File: src/rtl/hazard_ctrl_if.sv
// hazard_ctrl_if: decode-stage request and hazard/forwarding response bundle.
interface hazard_ctrl_if #(parameter int CNT_W = 16);
   logic             i_dec_valid;
   logic [4:0]       i_dec_rs;
   logic [4:0]       i_dec_rt;
   logic             i_dec_use_rs;
   logic             i_dec_use_rt;
   logic [4:0]       i_dec_wr_addr;
   logic             i_dec_reg_write;
   logic             i_dec_mem_to_reg;
   logic [1:0]       i_pcsrc;
   logic             i_exception;
   logic [1:0]       o_mux_ctrl1;
   logic [1:0]       o_mux_ctrl2;
   logic             o_stall;
   logic             o_bubble;
   logic             o_flush_if_id;
   logic [CNT_W-1:0] o_stall_cnt;
   modport slave (
      input  i_dec_valid, i_dec_rs, i_dec_rt, i_dec_use_rs, i_dec_use_rt,
             i_dec_wr_addr, i_dec_reg_write, i_dec_mem_to_reg, i_pcsrc, i_exception,
      output o_mux_ctrl1, o_mux_ctrl2, o_stall, o_bubble, o_flush_if_id, o_stall_cnt
   );
   modport master (
      output i_dec_valid, i_dec_rs, i_dec_rt, i_dec_use_rs, i_dec_use_rt,
             i_dec_wr_addr, i_dec_reg_write, i_dec_mem_to_reg, i_pcsrc, i_exception,
      input  o_mux_ctrl1, o_mux_ctrl2, o_stall, o_bubble, o_flush_if_id, o_stall_cnt
   );
endinterface

File: src/rtl/hazard_ctrl.sv
// hazard_ctrl: decode-stage stall/forward/flush control from an EX/MEM/WB destination scoreboard.
module hazard_ctrl #(parameter int CNT_W = 16) (
   input  logic          i_clk,
   input  logic          i_rst,
   hazard_ctrl_if.slave  bus
);
   typedef struct packed {
      logic       valid;
      logic       we;
      logic       mtr;
      logic [4:0] wa;
   } slot_t;

   slot_t            ex_q, mem_q, wb_q, ex_d;
   logic [CNT_W-1:0] cnt_q, cnt_d;
   logic             req1, req2;
   logic [1:0]       sel1, sel2;

   function automatic logic hit(slot_t x, logic [4:0] s);
      return x.valid && x.we && x.wa == s && s != 5'd0;
   endfunction

   // {stall request, select}; an EX hit can only be resolved by waiting one cycle
   function automatic logic [2:0] fwd(logic use_s, logic [4:0] s, slot_t ex, slot_t mem, slot_t wb);
      return !use_s      ? 3'b000 :
             hit(ex, s)  ? 3'b100 :
             hit(mem, s) ? {1'b0, mem.mtr ? 2'b10 : 2'b01} :
             hit(wb, s)  ? 3'b011 : 3'b000;
   endfunction

   always_comb begin
      {req1, sel1} = fwd(bus.i_dec_use_rs, bus.i_dec_rs, ex_q, mem_q, wb_q);
      {req2, sel2} = fwd(bus.i_dec_use_rt, bus.i_dec_rt, ex_q, mem_q, wb_q);
      ex_d = (bus.o_stall || bus.i_exception || !bus.i_dec_valid) ? '0 :
             {1'b1, bus.i_dec_reg_write, bus.i_dec_mem_to_reg, bus.i_dec_wr_addr};
      cnt_d = (bus.o_stall && cnt_q != '1) ? cnt_q + 1'b1 : cnt_q;
   end

   assign bus.o_mux_ctrl1   = sel1;
   assign bus.o_mux_ctrl2   = sel2;
   assign bus.o_stall       = bus.i_dec_valid & (req1 | req2);
   assign bus.o_bubble      = bus.o_stall | bus.i_exception;
   assign bus.o_flush_if_id = bus.i_exception | ((bus.i_pcsrc != 2'b00) & ~bus.o_stall);
   assign bus.o_stall_cnt   = cnt_q;

   always_ff @(posedge i_clk or posedge i_rst) begin
      if (i_rst) begin
         ex_q  <= '0;
         mem_q <= '0;
         wb_q  <= '0;
         cnt_q <= '0;
      end else begin
         ex_q  <= ex_d;
         mem_q <= ex_q;
         wb_q  <= mem_q;
         cnt_q <= cnt_d;
      end
   end
endmodule

File: src/flat_wrapper.sv
// flat-port wrapper written by rule: the top's interface ports become plain ports
module hazard_ctrl_flat 
#(parameter int CNT_W = 16)
  (i_clk, i_rst, bus_i_dec_valid, bus_i_dec_rs, bus_i_dec_rt, bus_i_dec_use_rs, bus_i_dec_use_rt, bus_i_dec_wr_addr, bus_i_dec_reg_write, bus_i_dec_mem_to_reg, bus_i_pcsrc, bus_i_exception, bus_o_mux_ctrl1, bus_o_mux_ctrl2, bus_o_stall, bus_o_bubble, bus_o_flush_if_id, bus_o_stall_cnt);
  hazard_ctrl_if #(.CNT_W(CNT_W)) bus_i ();
  input  logic i_clk;
  input  logic i_rst;
  input wire logic [$bits(bus_i.i_dec_valid)-1:0] bus_i_dec_valid;
  input wire logic [$bits(bus_i.i_dec_rs)-1:0] bus_i_dec_rs;
  input wire logic [$bits(bus_i.i_dec_rt)-1:0] bus_i_dec_rt;
  input wire logic [$bits(bus_i.i_dec_use_rs)-1:0] bus_i_dec_use_rs;
  input wire logic [$bits(bus_i.i_dec_use_rt)-1:0] bus_i_dec_use_rt;
  input wire logic [$bits(bus_i.i_dec_wr_addr)-1:0] bus_i_dec_wr_addr;
  input wire logic [$bits(bus_i.i_dec_reg_write)-1:0] bus_i_dec_reg_write;
  input wire logic [$bits(bus_i.i_dec_mem_to_reg)-1:0] bus_i_dec_mem_to_reg;
  input wire logic [$bits(bus_i.i_pcsrc)-1:0] bus_i_pcsrc;
  input wire logic [$bits(bus_i.i_exception)-1:0] bus_i_exception;
  output wire logic [$bits(bus_i.o_mux_ctrl1)-1:0] bus_o_mux_ctrl1;
  output wire logic [$bits(bus_i.o_mux_ctrl2)-1:0] bus_o_mux_ctrl2;
  output wire logic [$bits(bus_i.o_stall)-1:0] bus_o_stall;
  output wire logic [$bits(bus_i.o_bubble)-1:0] bus_o_bubble;
  output wire logic [$bits(bus_i.o_flush_if_id)-1:0] bus_o_flush_if_id;
  output wire logic [$bits(bus_i.o_stall_cnt)-1:0] bus_o_stall_cnt;
  assign bus_i.i_dec_valid = bus_i_dec_valid;
  assign bus_i.i_dec_rs = bus_i_dec_rs;
  assign bus_i.i_dec_rt = bus_i_dec_rt;
  assign bus_i.i_dec_use_rs = bus_i_dec_use_rs;
  assign bus_i.i_dec_use_rt = bus_i_dec_use_rt;
  assign bus_i.i_dec_wr_addr = bus_i_dec_wr_addr;
  assign bus_i.i_dec_reg_write = bus_i_dec_reg_write;
  assign bus_i.i_dec_mem_to_reg = bus_i_dec_mem_to_reg;
  assign bus_i.i_pcsrc = bus_i_pcsrc;
  assign bus_i.i_exception = bus_i_exception;
  assign bus_o_mux_ctrl1 = bus_i.o_mux_ctrl1;
  assign bus_o_mux_ctrl2 = bus_i.o_mux_ctrl2;
  assign bus_o_stall = bus_i.o_stall;
  assign bus_o_bubble = bus_i.o_bubble;
  assign bus_o_flush_if_id = bus_i.o_flush_if_id;
  assign bus_o_stall_cnt = bus_i.o_stall_cnt;
  hazard_ctrl #(.CNT_W(CNT_W)) u_core (.i_clk(i_clk), .i_rst(i_rst), .bus(bus_i));
endmodule
File: config.mk
export PLATFORM = sky130hd
export DESIGN_NAME = hazard_ctrl_flat
export DESIGN_NICKNAME = d
export VERILOG_FILES = /design/src/rtl/hazard_ctrl_if.sv /design/src/rtl/hazard_ctrl.sv /design/src/flat_wrapper.sv
export SDC_FILE = /design/constraint.sdc
export NUM_CORES = 1
export LEC_CHECK = 0
export CORE_MARGIN = 1.5
export CORE_UTILIZATION = 48
export CTS_BUF_LIST = sky130_fd_sc_hd__clkbuf_16
export DETAILED_ROUTE_END_ITERATION = 16
export PLACE_DENSITY = 0.79
export SYNTH_ARGS = -nofsm -noshare
export SYNTH_HDL_FRONTEND = slang
export SYNTH_SLANG_ARGS = --single-unit
export TNS_END_PERCENT = 10
File: constraint.sdc
create_clock -name i_clk -period 3 [get_ports i_clk]
set_clock_uncertainty 0.1 [all_clocks]
set_input_delay 0.6 -clock i_clk [delete_from_list [all_inputs] [get_ports i_clk]]
set_output_delay 0.6 -clock i_clk [all_outputs]
set_load 0.01 [all_outputs]
==> results_tabular.tex <==
\begin{tabular}{lr}
\hline
Metric & Value \\
\hline
\multicolumn{2}{l}{\textbf{Outcome}} \\
\quad Result of the run & finished, final reports clean \\
\multicolumn{2}{l}{\textbf{Detailed routing}} \\
\quad WL/cell & 16.27 um \\
\quad Via total after detailed routing & 1569 \\
\quad DRC violation count after routing & 0 \\
\quad Final wirelength & 4800 um \\
\quad First drt pass iteration count & 4 \\
\quad Via-to-Cell Ratio & 5.319 \\
\quad Starting DRC count in detailed routing & 174 \\
\quad Post-detailed-route count of antenna-violating nets & 0 \\
\multicolumn{2}{l}{\textbf{Clock tree}} \\
\quad CTS Root Cell & clkbuf\_16 \\
\quad Maximum level of the CTS H-tree & 2 \\
\quad Clock insertion delay at the later pin of the skew report & 280 ps \\
\quad CTS clk-pin slew, worst paths & 50 ps \\
\quad Maximum clock insertion buffer count & 2 \\
\quad Number of CTS-inserted buffers & 5 \\
\quad Clk sinks & 39 \\
\quad Clock tree from TritonCTS & built \\
\quad Number of hold buffers added after CTS & 0 \\
\multicolumn{2}{l}{\textbf{Placement}} \\
\quad IO Port Bufs & 47 \\
\quad Placement Cell Area & 0.002524 mm2 \\
\quad Weighted congestion at the end of routability-driven global placement & 0.8414 \\
\quad Post-DP HPWL & roughly 3100 um \\
\multicolumn{2}{l}{\textbf{Timing}} \\
\quad Final Hold Viols & 0 \\
\quad Worst rel slew slack & 68.27\% \\
\quad Unrepaired setup endpoints after global routing & yes \\
\quad Slew Viols, Final & 0 \\
\quad Measured slew at the worst slew-check pin & 475.9 ps \\
\quad Ratio of final minimum period to clock period & approximately 100\% \\
\quad Highest attainable clock frequency & 0.3337 GHz \\
\quad Number of setup violations in the final report & 0 \\
\quad Minimum clock period after layout & between 2000 and 3000 ps \\
\multicolumn{2}{l}{\textbf{Pwr}} \\
\quad Net switching power of the design & about 0.00028 W \\
\quad Largest voltage drop on the vdd net & 0.4575 mV \\
\quad PwrDens & 463.7 mW/mm2 \\
\quad Clock share of power & 47.2\% \\
\quad Net switching share of the total power & 21.75\% \\
\quad Total power & 0.001273 W \\
\quad Proportion of power drawn by flip-flops and latches & between 40\% and 50\% \\
\quad Pleak & roughly 1.3 nW \\
\quad Design internal power & 0.0009965 W \\
\quad Portion of total power attributed to combinational logic & a little under a tenth \\
\multicolumn{2}{l}{\textbf{Final layout}} \\
\quad Most common cell after layout, fill and taps aside & dfrtp\_1 \\
\quad Area taken by multi-input logic gates & 947.2 um2 \\
\quad Syn-to-layout area delta & 45.65\% \\
\quad Fraction of layout instances using a drive strength above 1 & 19.03\% \\
\quad Sequential cell area & 975.9 um2 \\
\quad Final Instance Area & 0.002746 mm2 \\
\quad Inserted Diodes & 0 \\
\quad Most frequent cells in the layout & dfrtp\_1 (39), clkdlybuf4s50\_1 (30), xnor2\_1 (25) \\
\quad Layout net count & 272 \\
\quad Layout fillers & 261 \\
\multicolumn{2}{l}{\textbf{Critical path}} \\
\quad Worst-path cell with the longest stage delay & or4\_4 \\
\quad Crit Path Class & primary input to output port \\
\quad Category of cells accounting for the largest share of critical-path delay & simple AND/OR/NAND/NOR gates \\
\quad Crit path top cell by count & buf\_6 \\
\quad Critical path startpoint category & primary input \\
\quad Data arrival, critical path & 2300 ps \\
\quad Worst setup EP type & output port \\
\quad WP buf/inv & 3 \\
\quad Worst stage delay on the critical path & around 550 ps \\
\quad Critical path fanouts, max & 3 \\
\quad Critical path cell sequence & clkdlybuf4s15\_1 > or4\_4 > nor2\_4 > buf\_6 > nor3\_4 > a22oi\_4 > nor2b\_4 > or2\_4 > buf\_6 \\
\quad CP required & 2300 ps \\
\multicolumn{2}{l}{\textbf{Synthesis}} \\
\quad Top cells by area in the synthesized netlist & dfrtp\_1 (52\%), xnor2\_1 (12\%), xor2\_1 (9.3\%), nor3\_1 (3.7\%), nand4\_1 (3.6\%) \\
\quad Cell type with the largest total area after synthesis & dfrtp\_1 \\
\quad Part of the Yosys area used for sequential elements & 51.76\% \\
\quad Synth Warn \# & 0 \\
\quad Fraction of synthesized cell area taken by the top area cell type & 51.76\% \\
\quad Unique cell type count in the Yosys netlist & 27 \\
\quad Net count of the mapped netlist & 200 \\
\quad Number of synthesized register bits & 39 \\
\quad Total standard cell area after synthesis & $\sim$0.0019 mm2 \\
\quad Gate count after technology mapping & 174 \\
\quad Mean cell area of the mapped netlist & 10.84 um2 \\
\multicolumn{2}{l}{\textbf{Global routing}} \\
\quad Total congestion overflow after global routing & 0 \\
\quad Pin count of the biggest net entering global routing & 40 \\
\quad Wire length of the first global-routing pass & 7610 um \\
\quad Via count of the first global-routing pass & between 1500 and 2000 \\
\quad Overall track demand over capacity in global routing & 24.08\% \\
\quad Initial antenna violation count & 0 \\
\multicolumn{2}{l}{\textbf{Hold path}} \\
\quad Class of the most critical hold timing path & flip-flop to flip-flop \\
\multicolumn{2}{l}{\textbf{Floorplan}} \\
\quad Core Area & 0.003716 mm2 \\
\quad Die W & roughly 66 um \\
\quad Starting density of the core & 50.74\% \\
\quad Row Count & 22 \\
\quad Ports placed on the boundary & 48 \\
\quad Die ar. & about 0.0043 mm2 \\
\quad Overall die height & 65.68 um \\
\multicolumn{2}{l}{\textbf{Flow run}} \\
\quad Total of max-cap violations & 0 \\
\hline
\end{tabular}
-- area by class of cell --
| class | instances | area share [%] |
|---|---|---|
| sequential | 39 | 35.54 |
| multi-input combinational | 131 | 34.49 |
| timing repair buffer | 67 | 21.37 |
| clock buffer | 5 | 4.556 |
| tap | 48 | 2.187 |
| clock inverter | 3 | 1.595 |
| inverter | 2 | 0.2733 |
-- stage by stage --
step | worst slack, ps | utilization (%) | hold slack (ps) | setup TNS [ps] | std cells
finish | 2.969 | 73.91 | 250.0 | 0 | 295
global route | -23.68 | 73.91 | 251.2 | -23.68 | 295
CTS | -14.68 | 73.91 | 251.3 | -31.31 | 294
detailed placement | -772.0 | 67.91 | 238.7 | -4269 | 283
global placement | -751.0 | 67.91 | 234.5 | -4124 | 283
floorplan | 195.5 | - | 231.2 | 0 | 174
-- final timing paths --
check                                              start                                endpoint  slack, ps  cells past startpoint
worst max-delay path                     bus_i_dec_rs[2]                            bus_o_bubble          3                      9
worst min-delay path            u_core.ex_q[5]$_DFF_PP0_               u_core.mem_q[5]$_DFF_PP0_        250                      0
worst max register to register  u_core.ex_q[2]$_DFF_PP0_   u_core.bus.o_stall_cnt[1]$_DFFE_PP0P_        700                      8
worst min register to register  u_core.ex_q[5]$_DFF_PP0_               u_core.mem_q[5]$_DFF_PP0_        250                      0
max in group asynchronous                          i_rst               u_core.mem_q[0]$_DFF_PP0_       1840                      3
min in group asynchronous                          i_rst  u_core.bus.o_stall_cnt[11]$_DFFE_PP0P_        620                      3
-- power by group through the flow --
stage | clock [W] | sequential [W] | combinational, W
finish | 0.000600 | 0.000553 | 0.000120
CTS | 0.000606 | 0.000553 | 0.000119
global route | 0.000637 | 0.000554 | 0.000129
detailed placement | 0 | 0.000561 | 0.000118
global placement | 0 | 0.000560 | 0.000115
floorplan | 0 | 0.000558 | 0.0000501
-- cell usage after synthesis, drive strengths merged --
master,instances
nor3b,1
or4,3
nand2,12
nor2b,2
mux2,1
ha,1
nand2b,4
inv,2
and2,7
a21oi,4
nand3b,1
and3,2
nand4,11
o21bai,1
a22oi,1
dfrtp,39
xnor2,25
xor2,20
or2,1
buf,2
nor2,7
and3b,1
nand3,8
nor3,14
nor4,3
a211oi,1
-- worst register-to-register path, cell delays in order (launching register included) --
cell     delay, ps
dfrtp_1        440
xnor2_1        200
nand4_1        150
nor3_2         310
a22oi_4        110
buf_4          150
buf_4          180
nor2_1         190
mux2_2         350
-- cell families (layout without fill, tap and decap cells) --
family | after synthesis | after routing | synth area share, %
AOI/OAI and AO/OA | 7 | 7 | 2.986
xor gates and xnor gates | 45 | 45 | 20.90
adders and majority gates | 1 | 1 | 0.6635
buffers and inverters | 4 | 77 | 1.062
DFF | 39 | 39 | 51.76
muxes | 1 | 1 | 0.5972
and+or+nand+nor | 77 | 77 | 22.03
-- metal layers --
| layer | up-vias | global-route usage (%) | routed length, um |
|---|---|---|---|
| met5 | - | 0 | 0 |
| met4 | 0 | 7.031 | 68 |
| met3 | 9 | 5.308 | 280 |
| met2 | 52 | 37.63 | 2345 |
| met1 | 767 | 33.67 | 2105 |
| li1 | 741 | - | - |
-- registers in the layout (all words and copies together), names as in the netlist --
| name | flops |
|---|---|
| u_core.wb_q | 7 |
| u_core.ex_q | 8 |
| u_core.mem_q | 8 |
| u_core.bus.o_stall_cnt | 16 |
-- what timing repair did --
| item | CTS | global route |
|---|---|---|
| gates resized for setup | 49 | 7 |
| endpoints found under the setup margin | 7 | 6 |
| pin swaps | 11 | 8 |
| hold endpoints to repair | 0 | 0 |
| buffers inserted | 3 | 1 |
No activity file was read; power rests on OpenSTA's default activity.
